===== config.mk =====
export PLATFORM = sky130hd
export DESIGN_NAME = pc_sequencer
export DESIGN_NICKNAME = d
export VERILOG_FILES = /design/src/rtl/pc_sequencer_pkg.sv /design/src/rtl/pc_watchdog.sv /design/src/rtl/pc_sequencer.sv
export SDC_FILE = /design/constraint.sdc
export NUM_CORES = 1
export LEC_CHECK = 0
export CAP_MARGIN = 20
export CORE_MARGIN = 2
export CORE_UTILIZATION = 53
export CTS_BUF_LIST = sky130_fd_sc_hd__clkbuf_2
export CTS_CLUSTER_SIZE = 40
export DETAILED_ROUTE_END_ITERATION = 16
export PLACE_DENSITY = 0.92
export SYNTH_ARGS = -nofsm -noshare
export SYNTH_HDL_FRONTEND = slang
export SYNTH_SLANG_ARGS = --single-unit

===== constraint.sdc =====
create_clock -name clk_i -period 4.12 [get_ports clk_i]
set_clock_uncertainty 0.05 [all_clocks]
set_input_delay 0.824 -clock clk_i [delete_from_list [all_inputs] [get_ports clk_i]]
set_output_delay 0.824 -clock clk_i [all_outputs]
set_load 0.03 [all_outputs]

===== src/rtl/pc_sequencer_pkg.sv =====
// Shared pipeline constants: datapath width, sequencer state encoding, trap cause bit map.
// Cause bits 0..4 follow the core's exception vector order so they can be copied straight across.
package pc_sequencer_pkg;

  localparam int DATA_WIDTH = 64;

  typedef enum logic [1:0] {
    SEQ_RESET = 2'd0,
    SEQ_IDLE  = 2'd1,
    SEQ_RUN   = 2'd2,
    SEQ_HALT  = 2'd3
  } seq_state_e;

  localparam int CAUSE_FETCH  = 0;
  localparam int CAUSE_DECODE = 1;
  localparam int CAUSE_MEM    = 2;
  localparam int CAUSE_ECALL  = 3;
  localparam int CAUSE_EBREAK = 4;
  localparam int CAUSE_HALT   = 5;
  localparam int CAUSE_WDOG   = 7;

  // Counter width for a count of n; never below one bit.
  function automatic int cnt_width(input int n);
    return (n > 1) ? $clog2(n) : 1;
  endfunction

endpackage


===== src/rtl/pc_watchdog.sv =====
// Fetch-progress watchdog: counts consecutive cycles where the core returns the same PC.
// Latency: fire_o is combinational on the WDOG_CYCLES-th stalled cycle; no backpressure.
module pc_watchdog #(
  parameter int DATA_WIDTH  = 64,
  parameter int WDOG_CYCLES = 1024
) (
  input  logic                  clk_i,
  input  logic                  rst_ni,
  input  logic                  en_i,
  input  logic                  clr_i,
  input  logic [DATA_WIDTH-1:0] pc_i,
  input  logic [DATA_WIDTH-1:0] new_pc_i,
  output logic                  fire_o
);
  import pc_sequencer_pkg::*;

  localparam int            CW   = cnt_width(WDOG_CYCLES);
  localparam logic [CW-1:0] LAST = CW'(WDOG_CYCLES - 1);

  logic [CW-1:0] cnt_q;
  logic          stall;

  assign stall  = (new_pc_i == pc_i);
  assign fire_o = en_i && stall && (cnt_q == LAST);

  always_ff @(posedge clk_i) begin
    if (!rst_ni || clr_i) begin
      cnt_q <= '0;
    end else if (en_i) begin
      cnt_q <= stall ? cnt_q + CW'(1) : '0;
    end
  end

endmodule


===== src/rtl/pc_sequencer.sv =====
// Front-end controller owning the architectural PC; sequences core reset/run/drain/halt and records traps.
// Latency: all outputs registered (one cycle from inputs); no backpressure, the core is stepped every RUN cycle.
module pc_sequencer #(
  parameter int                    DATA_WIDTH      = pc_sequencer_pkg::DATA_WIDTH,
  parameter logic [DATA_WIDTH-1:0] RESET_PC        = '0,
  parameter int                    CORE_RST_CYCLES = 2,
  parameter int                    DRAIN_CYCLES    = 3,
  parameter int                    WDOG_CYCLES     = 1024
) (
  input  logic                  clk_i,
  input  logic                  rst_ni,
  input  logic [DATA_WIDTH-1:0] new_pc_i,
  input  logic [7:0]            exceptions_i,
  input  logic                  run_i,
  input  logic                  halt_req_i,
  input  logic                  pc_load_i,
  input  logic [DATA_WIDTH-1:0] pc_load_val_i,
  output logic [DATA_WIDTH-1:0] pc_o,
  output logic                  core_rst_o,
  output logic [1:0]            state_o,
  output logic                  halted_o,
  output logic [7:0]            cause_o,
  output logic [DATA_WIDTH-1:0] trap_pc_o,
  output logic [63:0]           cycle_cnt_o
);
  import pc_sequencer_pkg::*;

  localparam logic [2:0] ST_RESET = 3'd0;
  localparam logic [2:0] ST_IDLE  = 3'd1;
  localparam logic [2:0] ST_RUN   = 3'd2;
  localparam logic [2:0] ST_DRAIN = 3'd3;
  localparam logic [2:0] ST_HALT  = 3'd4;

  localparam int            RW         = cnt_width(CORE_RST_CYCLES);
  localparam int            DW         = cnt_width(DRAIN_CYCLES);
  localparam logic [RW-1:0] RST_LAST   = RW'(CORE_RST_CYCLES - 1);
  localparam logic [DW-1:0] DRAIN_LAST = DW'(DRAIN_CYCLES - 1);

  logic [2:0]            state_q;
  logic [RW-1:0]         rst_cnt_q;
  logic [DW-1:0]         drain_cnt_q;
  logic [DATA_WIDTH-1:0] pc_q;
  logic [DATA_WIDTH-1:0] trap_pc_q;
  logic [7:0]            cause_q;
  logic [63:0]           cycle_cnt_q;

  logic       in_run;
  logic       wdog_fire;
  logic       trap;
  logic [7:0] cause_nxt;
  logic       unused_exc;

  assign unused_exc = ^exceptions_i[7:5];
  assign in_run     = (state_q == ST_RUN);
  assign trap       = in_run && ((|exceptions_i[4:0]) || halt_req_i || wdog_fire);

  // Sources are ORed, not prioritised: every cause active in the capture cycle is kept.
  always_comb begin
    cause_nxt                            = '0;
    cause_nxt[CAUSE_EBREAK:CAUSE_FETCH]  = exceptions_i[CAUSE_EBREAK:CAUSE_FETCH];
    cause_nxt[CAUSE_HALT]                = halt_req_i;
    cause_nxt[CAUSE_WDOG]                = wdog_fire;
  end

  pc_watchdog #(
    .DATA_WIDTH  (DATA_WIDTH),
    .WDOG_CYCLES (WDOG_CYCLES)
  ) u_wdog (
    .clk_i    (clk_i),
    .rst_ni   (rst_ni),
    .en_i     (in_run),
    .clr_i    (!in_run || trap),
    .pc_i     (pc_q),
    .new_pc_i (new_pc_i),
    .fire_o   (wdog_fire)
  );

  always_ff @(posedge clk_i) begin
    if (!rst_ni) begin
      state_q     <= ST_RESET;
      rst_cnt_q   <= '0;
      drain_cnt_q <= '0;
      pc_q        <= RESET_PC;
      trap_pc_q   <= '0;
      cause_q     <= '0;
      cycle_cnt_q <= '0;
    end else begin
      case (state_q)
        ST_RESET: begin
          if (rst_cnt_q == RST_LAST) begin
            state_q <= ST_IDLE;
          end else begin
            rst_cnt_q <= rst_cnt_q + RW'(1);
          end
        end
        ST_IDLE, ST_HALT: begin
          if (pc_load_i) begin
            pc_q <= pc_load_val_i;
          end
          if (run_i) begin
            state_q <= ST_RUN;
            cause_q <= '0;
          end
        end
        ST_RUN: begin
          pc_q        <= new_pc_i;
          cycle_cnt_q <= cycle_cnt_q + 64'd1;
          if (trap) begin
            cause_q     <= cause_nxt;
            trap_pc_q   <= pc_q;
            drain_cnt_q <= '0;
            state_q     <= ST_DRAIN;
          end
        end
        ST_DRAIN: begin
          if (drain_cnt_q == DRAIN_LAST) begin
            state_q <= ST_HALT;
          end else begin
            drain_cnt_q <= drain_cnt_q + DW'(1);
          end
        end
        default: state_q <= ST_RESET;
      endcase
    end
  end

  always_comb begin
    state_o = SEQ_RESET;
    case (state_q)
      ST_IDLE:           state_o = SEQ_IDLE;
      ST_RUN, ST_DRAIN:  state_o = SEQ_RUN;
      ST_HALT:           state_o = SEQ_HALT;
      default:           state_o = SEQ_RESET;
    endcase
  end

  assign pc_o        = pc_q;
  assign core_rst_o  = (state_q != ST_RUN) && (state_q != ST_DRAIN);
  assign halted_o    = (state_q == ST_HALT);
  assign cause_o     = cause_q;
  assign trap_pc_o   = trap_pc_q;
  assign cycle_cnt_o = cycle_cnt_q;

endmodule


# Word level (Yosys, flattened, before mapping)
# Index checks and enable logic that the tools add are counted.
# totals
inputBits	141
latchBits	0
out_inout_bits	204
wordCells	64
memories	0
regBits	216
romBits	0
mem_bits_rw	0
# classes
n_lt_le_gt_ge	0
bitwise_logic	0
reduce_logical	21
add_sub_neg	4
n_eq_ne	15
mux	16
multipliers	0
div	0
shift	0
# op_table
cell	count
one-hot mux 64 bit (2 select lines)	1
adder 64 x 1 -> 64 bit, second input constant	1
equality test 64 bit	1
2-to-1 mux 64 bit	1
2-to-1 mux 8 bit	2
one-hot mux 8 bit (2 select lines)	1
2-to-1 mux 3 bit	4
one-hot mux 3 bit (4 select lines)	1
adder 10 x 1 -> 10 bit, second input constant	1
equality test 10 bit, second input constant	1
2-to-1 mux 10 bit	1
inequality test 2 bit, second input constant	5
equality test 3 x 2 -> 1 bit, second input constant	2
inequality test 3 x 2 -> 1 bit, second input constant	2
one-hot mux 2 bit (3 select lines)	1
AND reduction 3 bit	2
OR reduction 5 bit	1
logical AND 1 bit	4
logical OR 1 bit	4
2-to-1 mux 2 bit	2
one-hot mux 2 bit (2 select lines)	1
AND reduction 2 bit	2
AND reduction 4 bit	1
nonzero test 2 bit	2
other kinds (10)	12

# Longest topological paths before layout
# Gate-level depths: netlist (run 1).
# logic_depth
depth_word	7
ltp_mapped	10
depth_no_buf	7

# Modules after synthesis
# From an unflattened synthesis (run 1), not the netlist that was laid out.
# unflattened
hier_cells	1272
area_unflattened_um2	10005.8
# by_module_without_submodules
module	cells_each	area_each_um2	n_inst	seq_area_each_um2
pc_sequencer	1071	8525.7	1	4103.9
pc_watchdog	201	1480.2	1	200.2

# Worst setup path before layout (run 1)
# No wires, ideal clock.
# synth_timing
path_type	input -> register
startpoint	input port new_pc_i[24]
endpoint	register cause_q[1] (netlist: cause_o[1])
setup_time_ns	0.115
path_buffers	1
path_slack_ns	1.512
t_arrival_ns	2.444
cell_stages	7
required_ns	3.955
cell_sequence	xor2_1 > nor4_1 > nand4_1 > nor3_1 > clkbuf_1 > a21oi_1 > o21a_1
# synth_between
elab_chain_cells	7
# synth_rtl
element	line_no	rtl
start: declaration	pc_sequencer.sv:12	input logic [DATA_WIDTH-1:0] new_pc_i,
equality test 64 bit	pc_watchdog.sv:23	assign stall = (new_pc_i == pc_i);
logical AND 1 bit (2 in series)	pc_watchdog.sv:24	assign fire_o = en_i && stall && (cnt_q == LAST);
logical OR 1 bit	pc_sequencer.sv:55	assign trap = in_run && ((|exceptions_i[4:0]) || halt_req_i || wdog_fire);
logical AND 1 bit	pc_sequencer.sv:55	
inequality test 2 x 1 -> 1 bit (no source line)	n/a	
AND reduction 3 bit (no source line)	n/a	
end signal: assignment	pc_sequencer.sv:109	cause_q <= cause_nxt;
end: declaration	pc_sequencer.sv:44	logic [7:0] cause_q;
# No other way between the ends.
# A chain may end at the register's enable or synchronous reset.

# Final worst setup path (run 1)
# layout_timing
startpoint	register state_q[0]
endpoint	output port state_o[0]
# layout_between
elab_chain_cells	3
word_cells_on_any_way	6
cone_classes	eq/ne (4); mux (1); reduce/logical (1)
# layout_rtl
element	line_no	rtl
start: declaration	pc_sequencer.sv:39	logic [2:0] state_q;
start signal: assignment	pc_sequencer.sv:80	state_q <= ST_RESET;
start signal: assignment	pc_sequencer.sv:91	state_q <= ST_IDLE;
start signal: assignment	pc_sequencer.sv:101	state_q <= ST_RUN;
equality test 3 x 2 -> 1 bit	pc_sequencer.sv:129	case (state_q)
OR reduction 2 bit	pc_sequencer.sv:129	
one-hot mux 2 bit (3 select lines) *	pc_sequencer.sv:129	
end: declaration	pc_sequencer.sv:20	output logic [1:0] state_o,
# Every way passes the cells marked *; elsewhere a longest branch is shown, timed or not.

==> results list, run 1 <==
- Run status: completed
* DRC errors left: 0
- Final nets: 1854
- The share of the Yosys chip area taken by registers is 0.379.
* Die width: 150 microns
- For this run, the detailed router's first-pass iteration total came to 5.
- The cell area that synthesis handed to floorplanning was 0.0113 sq mm.
- Power spread over the standard cell area amounts to 413 mW/mm^2.
* Post-CTS Hold Fix Bufs: 0
* Aggregate global-route resource usage: 0.337
* Clock slew at the register clock pins of the worst setup and hold paths: 0.09 ns
* Resized Gates After CTS: 0
* Number of placed I/O pins: 345
- Pins over their slew limit: 0
- The detail route stage leaves a number of antenna-violating nets equal to 0.
- Static timing analysis puts the maximum clock frequency at 0.292 GHz.
* Clk Tree Root Cell: sky130_fd_sc_hd__clkbuf_2
- At the pin with the least slew margin, the transition time is 1.10 ns.
* Critical Path End Type: primary output
- Share of the cycle needed by the critical path after routing: 0.831
- # H-tree levels: 2
* Worst slew margin: 0.265
- Input and output buffers added on the ports amount to 340.
- Sum of net half-perimeters after detailed placement: 27.4 mm
- Synthesis handed over a netlist of 1415 instances.
- The routed design has 40.0 mm of wire.
* Synthesized Nets: 1559
- The worst path meets setup with 0.694 ns of slack.
- Maximum vdd drop: 0.285 mV
* Crit start category: flip-flop
- Via count of the first global-routing pass: 11683
- GRT overflow: 0
* Setup violation total in the final timing report: 0
- Placeable core area: 0.0210 sq mm
- The tool flagged a number of max-cap violations equal to 0.
- The floorplan step defined a die boundary enclosing 0.0226 sq mm.
- Summed over all failing endpoints, the final setup total negative slack is 0 ns.
- After synthesis the netlist holds a flip-flop and latch count of 215.
- Relative to the synthesized area, the layout overhead comes to 35.1%.
- Counting every sink on the clock net gives 215.
- The later pin in the worst-skew pair is clocked with a latency of 0.88 ns.
* Fraction of layout cells with a size suffix above 1: 0.0708
* Gp weighted congestion: 0.882
- STA puts the critical path data arrival time at 2.55 ns.
* Postcts setup bufs: 0
* Deepest clock path buffer count: 3
* CP max FO: 14
* Mean instance size in the synthesized netlist: 8.02 sq um
- Using the TritonRoute via totals, the vias-per-cell ratio works out to 6.16.
* Starting DRC count in detailed routing: 1163
* Final critical delay including setup and external delays: 3.43 ns
- In the final routed layout, each cell accounts on average for 19.7 microns.
- At the worst endpoint, the required time is 3.25 ns.
- Placement row count: 53
- For this configuration, the core starts out at a cell density of 0.540.
- Hold/Removal Path Class: reg2reg
- Crit Path Category: reg2out
* Setup slack at placement: 0.392 ns
* Antenna violations before repair: 2
* Global-route wire length before repair: 61.2 mm
* Number of buffers created by CTS: 58
- Static leakage: 6.00 nW
- During synthesis, Yosys emitted a total of 0 warnings.
- In this run, distinct cell masters in the synthesized netlist total 47.
* Pin count of the biggest net entering global routing: 153
* Detailed-route via count: 12490
- The final count of hold timing violations is 0.
- Setup repair after global routing left no endpoint under its margin.
* TritonCTS clock tree: yes
- In this run the vertical extent of the chip is 150 microns.
## report_power, final
| group | internal [mW] | switching [mW] |
|---|---|---|
| logic | 0.907 | 1.37 |
| clock network | 0.566 | 0.918 |
| registers | 2.30 | 0.265 |
## state kept, by name (all words and copies together), names as in the netlist
register / count
cause_o: 7
cycle_cnt_o: 64
drain_cnt_q: 2
pc_o: 64
rst_cnt_q: 1
state_q: 3
trap_pc_o: 64
u_wdog.cnt_q: 10
## cells by family (layout without fill, tap and decap cells)
group / count (synthesis) / after routing / share of synthesized area
AND/OR/NAND/NOR: 692 / 692 / 0.295
AO/OA/AOI/OAI: 250 / 250 / 0.180
flip-flops: 215 / 215 / 0.379
buffers and inverters: 135 / 471 / 0.0501
XOR/XNOR: 115 / 115 / 0.0888
multiplexers: 4 / 4 / 0.00353
adder cells (fa/ha/maj): 3 / 3 / 0.00331
other: 1 / 3 / 0.000331
## synth_stat cells (all sizes together)
library cell  instances  area [sq um]
nand2               239           897
dfxtp               215          4300
nor2                132           512
nand3               111           556
clkbuf              103           387
xor2                 97           850
and3                 85           532
a2bb2oi              64           561
a311oi               64           561
o311ai               64           561
nor4                 35           246
nand4                26           163
a21oi                25           125
buf                  22           144
xnor2                18           158
and2                 15          93.8
and4                 12           105
inv                  10          37.5
or3                   9          56.3
nor3                  8          40.0
o211ai                8          60.1
o21ai                 8          40.0
nor2b                 6          37.5
o21a                  6          45.0
o31ai                 6          45.0
nand2b                5          31.3
or4                   5          41.3
mux2i                 4          40.0
ha                    3          37.5
nor3b                 2          20.0
a2111oi               1          8.76
a22oi                 1          7.51
a31oi                 1          6.26
conb                  1          3.75
nor4b                 1          8.76
o2111ai               1          8.76
o22a                  1          8.76
or3b                  1          8.76
## per-stage QoR
| stage | utilization | cells | instance area [sq um] | total power, mW | hold slack [ns] |
|---|---|---|---|---|---|
| floorplan | - | 1415 | 11300 | 3.88 | 0.391 |
| global placement | 0.705 | 1925 | 14800 | 4.79 | 0.401 |
| detailed placement | 0.705 | 1925 | 14800 | 4.84 | 0.411 |
| CTS | 0.729 | 2026 | 15300 | 6.30 | 0.432 |
| global route | 0.729 | 2027 | 15300 | 6.60 | 0.424 |
| finish | 0.729 | 2028 | 15300 | 6.33 | 0.432 |
## layout make-up
| cell class | count | area (sq um) |
|---|---|---|
| Antenna cell | 2 | 5.00 |
| Clock buffer | 89 | 445 |
| Clock inverter | 12 | 48.8 |
| Fill cell | 1567 | 5690 |
| Inverter | 10 | 40.0 |
| Multi-Input combinational cell | 1065 | 6510 |
| Sequential cell | 215 | 4300 |
| Tap cell | 275 | 344 |
| Timing Repair Buffer | 360 | 3630 |
## worst paths after layout
| check | start | to | slack [ns] | depth (start not counted) |
|---|---|---|---|---|
| hold / removal | rst_cnt_q | rst_cnt_q | 0.43 | 2 |
| setup reg to reg | state_q[0] | pc_o[49] | 1.06 | 5 |
| setup / recovery | state_q[0] | state_o[0] | 0.69 | 3 |
| hold reg to reg | rst_cnt_q | rst_cnt_q | 0.43 | 2 |
## layout by cell type (no fill, tap or decap), drive strengths merged, types with 26 or more instances in the layout
cell,count
nand4,26
clkdlybuf4s50,339
nor2,132
nor4,35
clkbuf,89
xor2,97
a2bb2oi,64
nand2,239
a311oi,64
o311ai,64
dfxtp,215
and3,85
nand3,111
## per-layer routing
layer  share of wire  track usage
met3            0.10       0.0906
met1            0.38        0.413
met5               0            0
met2            0.47        0.553
met4           0.048        0.152
## critical path: stages, from the launching register on
cell                              delay (ns)
sky130_fd_sc_hd__dfxtp_1                0.63
sky130_fd_sc_hd__xnor2_1                0.13
sky130_fd_sc_hd__nor2_1                 0.21
sky130_fd_sc_hd__clkdlybuf4s50_1        0.74
(Power assumes the default switching activity.)
==> inputs of run 2 (changes only) <==
--- a/config.mk
+++ b/config.mk
@@ -7,11 +7,11 @@
 export LEC_CHECK = 0
 export CAP_MARGIN = 20
 export CORE_MARGIN = 2
-export CORE_UTILIZATION = 53
+export CORE_UTILIZATION = 44
 export CTS_BUF_LIST = sky130_fd_sc_hd__clkbuf_2
 export CTS_CLUSTER_SIZE = 40
 export DETAILED_ROUTE_END_ITERATION = 16
-export PLACE_DENSITY = 0.92
+export PLACE_DENSITY = 0.82
 export SYNTH_ARGS = -nofsm -noshare
 export SYNTH_HDL_FRONTEND = slang
 export SYNTH_SLANG_ARGS = --single-unit
==> constraint.sdc (replaced) <==
create_clock -name clk_i -period 3.05 [get_ports clk_i]
set_clock_uncertainty 0.05 [all_clocks]
set_input_delay 0.61 -clock clk_i [delete_from_list [all_inputs] [get_ports clk_i]]
set_output_delay 0.61 -clock clk_i [all_outputs]
set_load 0.03 [all_outputs]
==> run 2 against run 1 <==
  * Combinational power rose by 37%
  * First-iteration DRC count fell by 21%
  * Sequential power rose by 35%
  * Global-route usage fell by 5.3 points
  * Critical path type unchanged
  * Cell count rose by 4.0%
  * Cell area rose by 2.4%
  * Highest routed layer is now met5
  * Flip-flop and latch count did not move
  * Via count fell by 1.3%
  * Critical path depth rose by 1
  * Register-to-register slack got worse by 0.85 ns
  * Worst setup slack got worse by 0.48 ns
==> results list, run 2 (same netlist as run 1, synthesis figures left out) <==
- The global-route wire length before repair came to 61.2 mm (about the same).
* WHS Endpoint: cause_o[1]
* Power after layout: 8.81 mW (+39%)
* Layout Cells excl Fill: 2110 (+4.0%)
- CTS placed an instance of sky130_fd_sc_hd__clkbuf_2 at the clock tree root.
* Run status: completed
- The total number of placement rows was 58 (+9.4%).
- The die extent in x was 165 microns (+9.5%).
* TritonCTS clock tree: yes
- The number of nets at the end of the flow was 1876 (+1.2%).
- Required time worst endpoint: 2.39 ns (-0.86 ns)
* R2R Setup Slk: 0.21 ns (-0.85 ns)
* Critical Path End Type: primary output
* Length in cells of the worst reg-to-reg path: 7 (+2)
* Postcts setup bufs: 0 (unchanged)
- Share of the cycle needed by the critical path after routing: 0.931
* CP max FO: 8 (-6)
- Power density over the cells: 561 mW/mm^2 (+36%)
* Total iterations of the first detailed-routing run: 5 (unchanged)
* Die area: 0.0271 sq mm (+20%)
- Number of placed I/O pins: 345 (unchanged)
* Net switching component of the power: 3.44 mW (+35%)
- The number of DRC violations after detailed routing was 0 (unchanged).
- The critical path arrival came to 2.18 ns (-0.37 ns).
* Number of buffers created by CTS: 59 (+1.7%)
* Most common library cell in the layout ignoring fill and taps: sky130_fd_sc_hd__clkdlybuf4s50_1
* Placeable core area: 0.0253 sq mm (+20%)
* PortBufs: 340 (unchanged)
* Clock slew at the register clock pins of the worst setup and hold paths: 0.09 ns (about the same)
* Comb pwr share: 0.354 (-0.006)
- Crit start category: flip-flop
- Maximum vdd drop: 0.360 mV (+26%)
- The routed length per instance was 19.2 microns (-2.7%).
- Static leakage: 6.19 nW (+3.3%)
* Setup slack at placement: -0.329 ns (-0.721 ns)
- Most used cells in the layout excluding fill and tap cells: sky130_fd_sc_hd__clkdlybuf4s50_1, sky130_fd_sc_hd__nand2_1, sky130_fd_sc_hd__dfxtp_1, sky130_fd_sc_hd__nor2_1, sky130_fd_sc_hd__nand3_1
- Fin Hold WS: 0.118 ns (-0.315 ns)
- Beginning of the worst register-to-register path: state_q[1]
- Final worst slack: 0.211 ns (-0.483 ns)
- Setup repair after global routing missed its margin: false
* Hold path start: rst_ni
- The worst-margin pin slew was 0.872 ns (-0.230 ns).
* Aggregate global-route resource usage: 0.283 (-0.0533)
* Pin count of the biggest net entering global routing: 196 (+28%)
- Placement-stage cell area: 0.0151 sq mm (+1.9%)
- The cts-stage hold buffer count is 0 (unchanged).
- The routed via count was 12332 (-1.3%).
- The worst setup path is of the reg2out kind.
- The initial antenna violation count is 4 (+2).
- Timing would allow up to 0.352 GHz.
* Via count of the first global-routing pass: 11612 (-0.61%)
- The number of stages on the worst hold path came to 2 (unchanged).
- Count of clock tree sinks: 215 (unchanged)
- Deepest clock path buffer count: 3 (unchanged)
* Clock power share: 0.254 (+0.019)
- The later-pin clock latency in the skew report came to 0.88 ns (about the same).
- The worst register-to-register path ends at cycle_cnt_o[56].
- Pins over their slew limit: 0 (unchanged)
- The estimated wirelength of the detail-placed design is 28.5 mm (+3.9%).
- Max_cap viols: 0 (unchanged)
- # H-tree levels: 2 (unchanged)
* Die span in y: 165 microns (+9.5%)
- The routed design could run at a clock period as short as 2.84 ns.
* Gp weighted congestion: 0.886 (+0.42%)
- The share of cells above drive strength 1 was 0.0861 (+0.0152).
- The final standard cell area without fillers came to 0.0157 sq mm (+2.4%).
- The path class of the tightest hold or removal check is in2reg.
* Relative contribution of sequential cells to total power: 0.392 (-0.013)
- The residual antenna-violating net count after detailed routing is 0 (unchanged).
- The final count of hold timing violations was 0 (unchanged).
* Total routed wirelength: 40.6 mm (+1.3%)
- Starting DRC count in detailed routing: 924 (-21%)
* Layout Area Growth over Synthesis: 38.4%
* Worst slew margin: 0.419 (+0.153)
- The post-placement cell count is 2001 (+3.9%).
- The starting density of the core came to 0.449 (-0.0905).
* Post-DR vias/cell: 5.84 (-5.1%)
- GRT overflow: 0 (unchanged)
- Internal: 5.36 mW (+42%)
- Switching power share of the total: 0.391 (-0.0123)
* Setup violation total in the final timing report: 0 (unchanged)
## run 2: changes by cell type in the layout (fill, tap and decap cells not counted), moves of 2 or more
cell	previous run	this run
sky130_fd_sc_hd__buf_12	6	11
sky130_fd_sc_hd__buf_4	15	31
sky130_fd_sc_hd__bufinv_16	0	2
sky130_fd_sc_hd__clkbuf_2	89	95
sky130_fd_sc_hd__clkdlybuf4s50_1	339	335
sky130_fd_sc_hd__clkinv_1	10	8
sky130_fd_sc_hd__dlygate4sd2_1	0	3
## run 2: per-layer routing
| metal | share of wire | up-vias | global-route usage |
|---|---|---|---|
| met5 | 0.00032 | - | 0 |
| met4 | 0.048 | 2 | 0.141 |
| met3 | 0.087 | 124 | 0.0771 |
| met2 | 0.47 | 567 | 0.465 |
| met1 | 0.40 | 5815 | 0.342 |
| li1 | - | 5824 | - |
## run 2: area by class of cell
class	instances	area, sq um
diodes	2	5.00
clock buffers	95	475
clock inverters	12	103
fillers	2207	9560
inverters	10	40.0
multi-input cells	1065	6510
flip-flops and latches	215	4300
well taps	330	413
repair buffers	381	3840
## run 2: critical path, stage by stage, from the launching register on
cell,delay (ns)
sky130_fd_sc_hd__dfxtp_1,0.32
sky130_fd_sc_hd__buf_4,0.16
sky130_fd_sc_hd__nand2b_1,0.33
sky130_fd_sc_hd__nand2_1,0.14
sky130_fd_sc_hd__dlygate4sd2_1,0.40
## run 2: power groups by stage
stage          Sequential [mW]  Combinational [mW]  Clock [mW]
2_1_floorplan             3.98                1.27           0
3_3_place_gp              3.50                3.06           0
3_5_place_dp              3.51                3.11           0
4_1_cts                   3.45                3.11        2.29
5_1_grt                   3.49                3.31        2.45
6_report                  3.45                3.12        2.24
## run 2: metrics by stage
stage,setup TNS [ns],utilization
6_report,0,0.622
5_1_grt,0,0.622
4_1_cts,0,0.621
3_5_place_dp,-22.85,0.599
3_3_place_gp,-24.44,0.599
2_1_floorplan,0,-
## run 2: repair_timing
action	CTS	global route
gates resized for setup	3	1
gates cloned	0	0
endpoints found under the setup margin	3	1
## run 2: worst max-delay path by stage
stage                       from         endpoint  slack [ns]  cells after the start
finish                state_q[2]       state_o[1]        0.21                      4
detailed placement  new_pc_i[29]    trap_pc_o[60]       -0.33                      8
global route          state_q[1]  cycle_cnt_o[56]        0.06                      7
floorplan             state_q[2]     trap_pc_o[0]        0.58                      9
CTS                   state_q[0]         halted_o        0.05                      5
global placement    new_pc_i[29]    trap_pc_o[60]       -0.34                      8
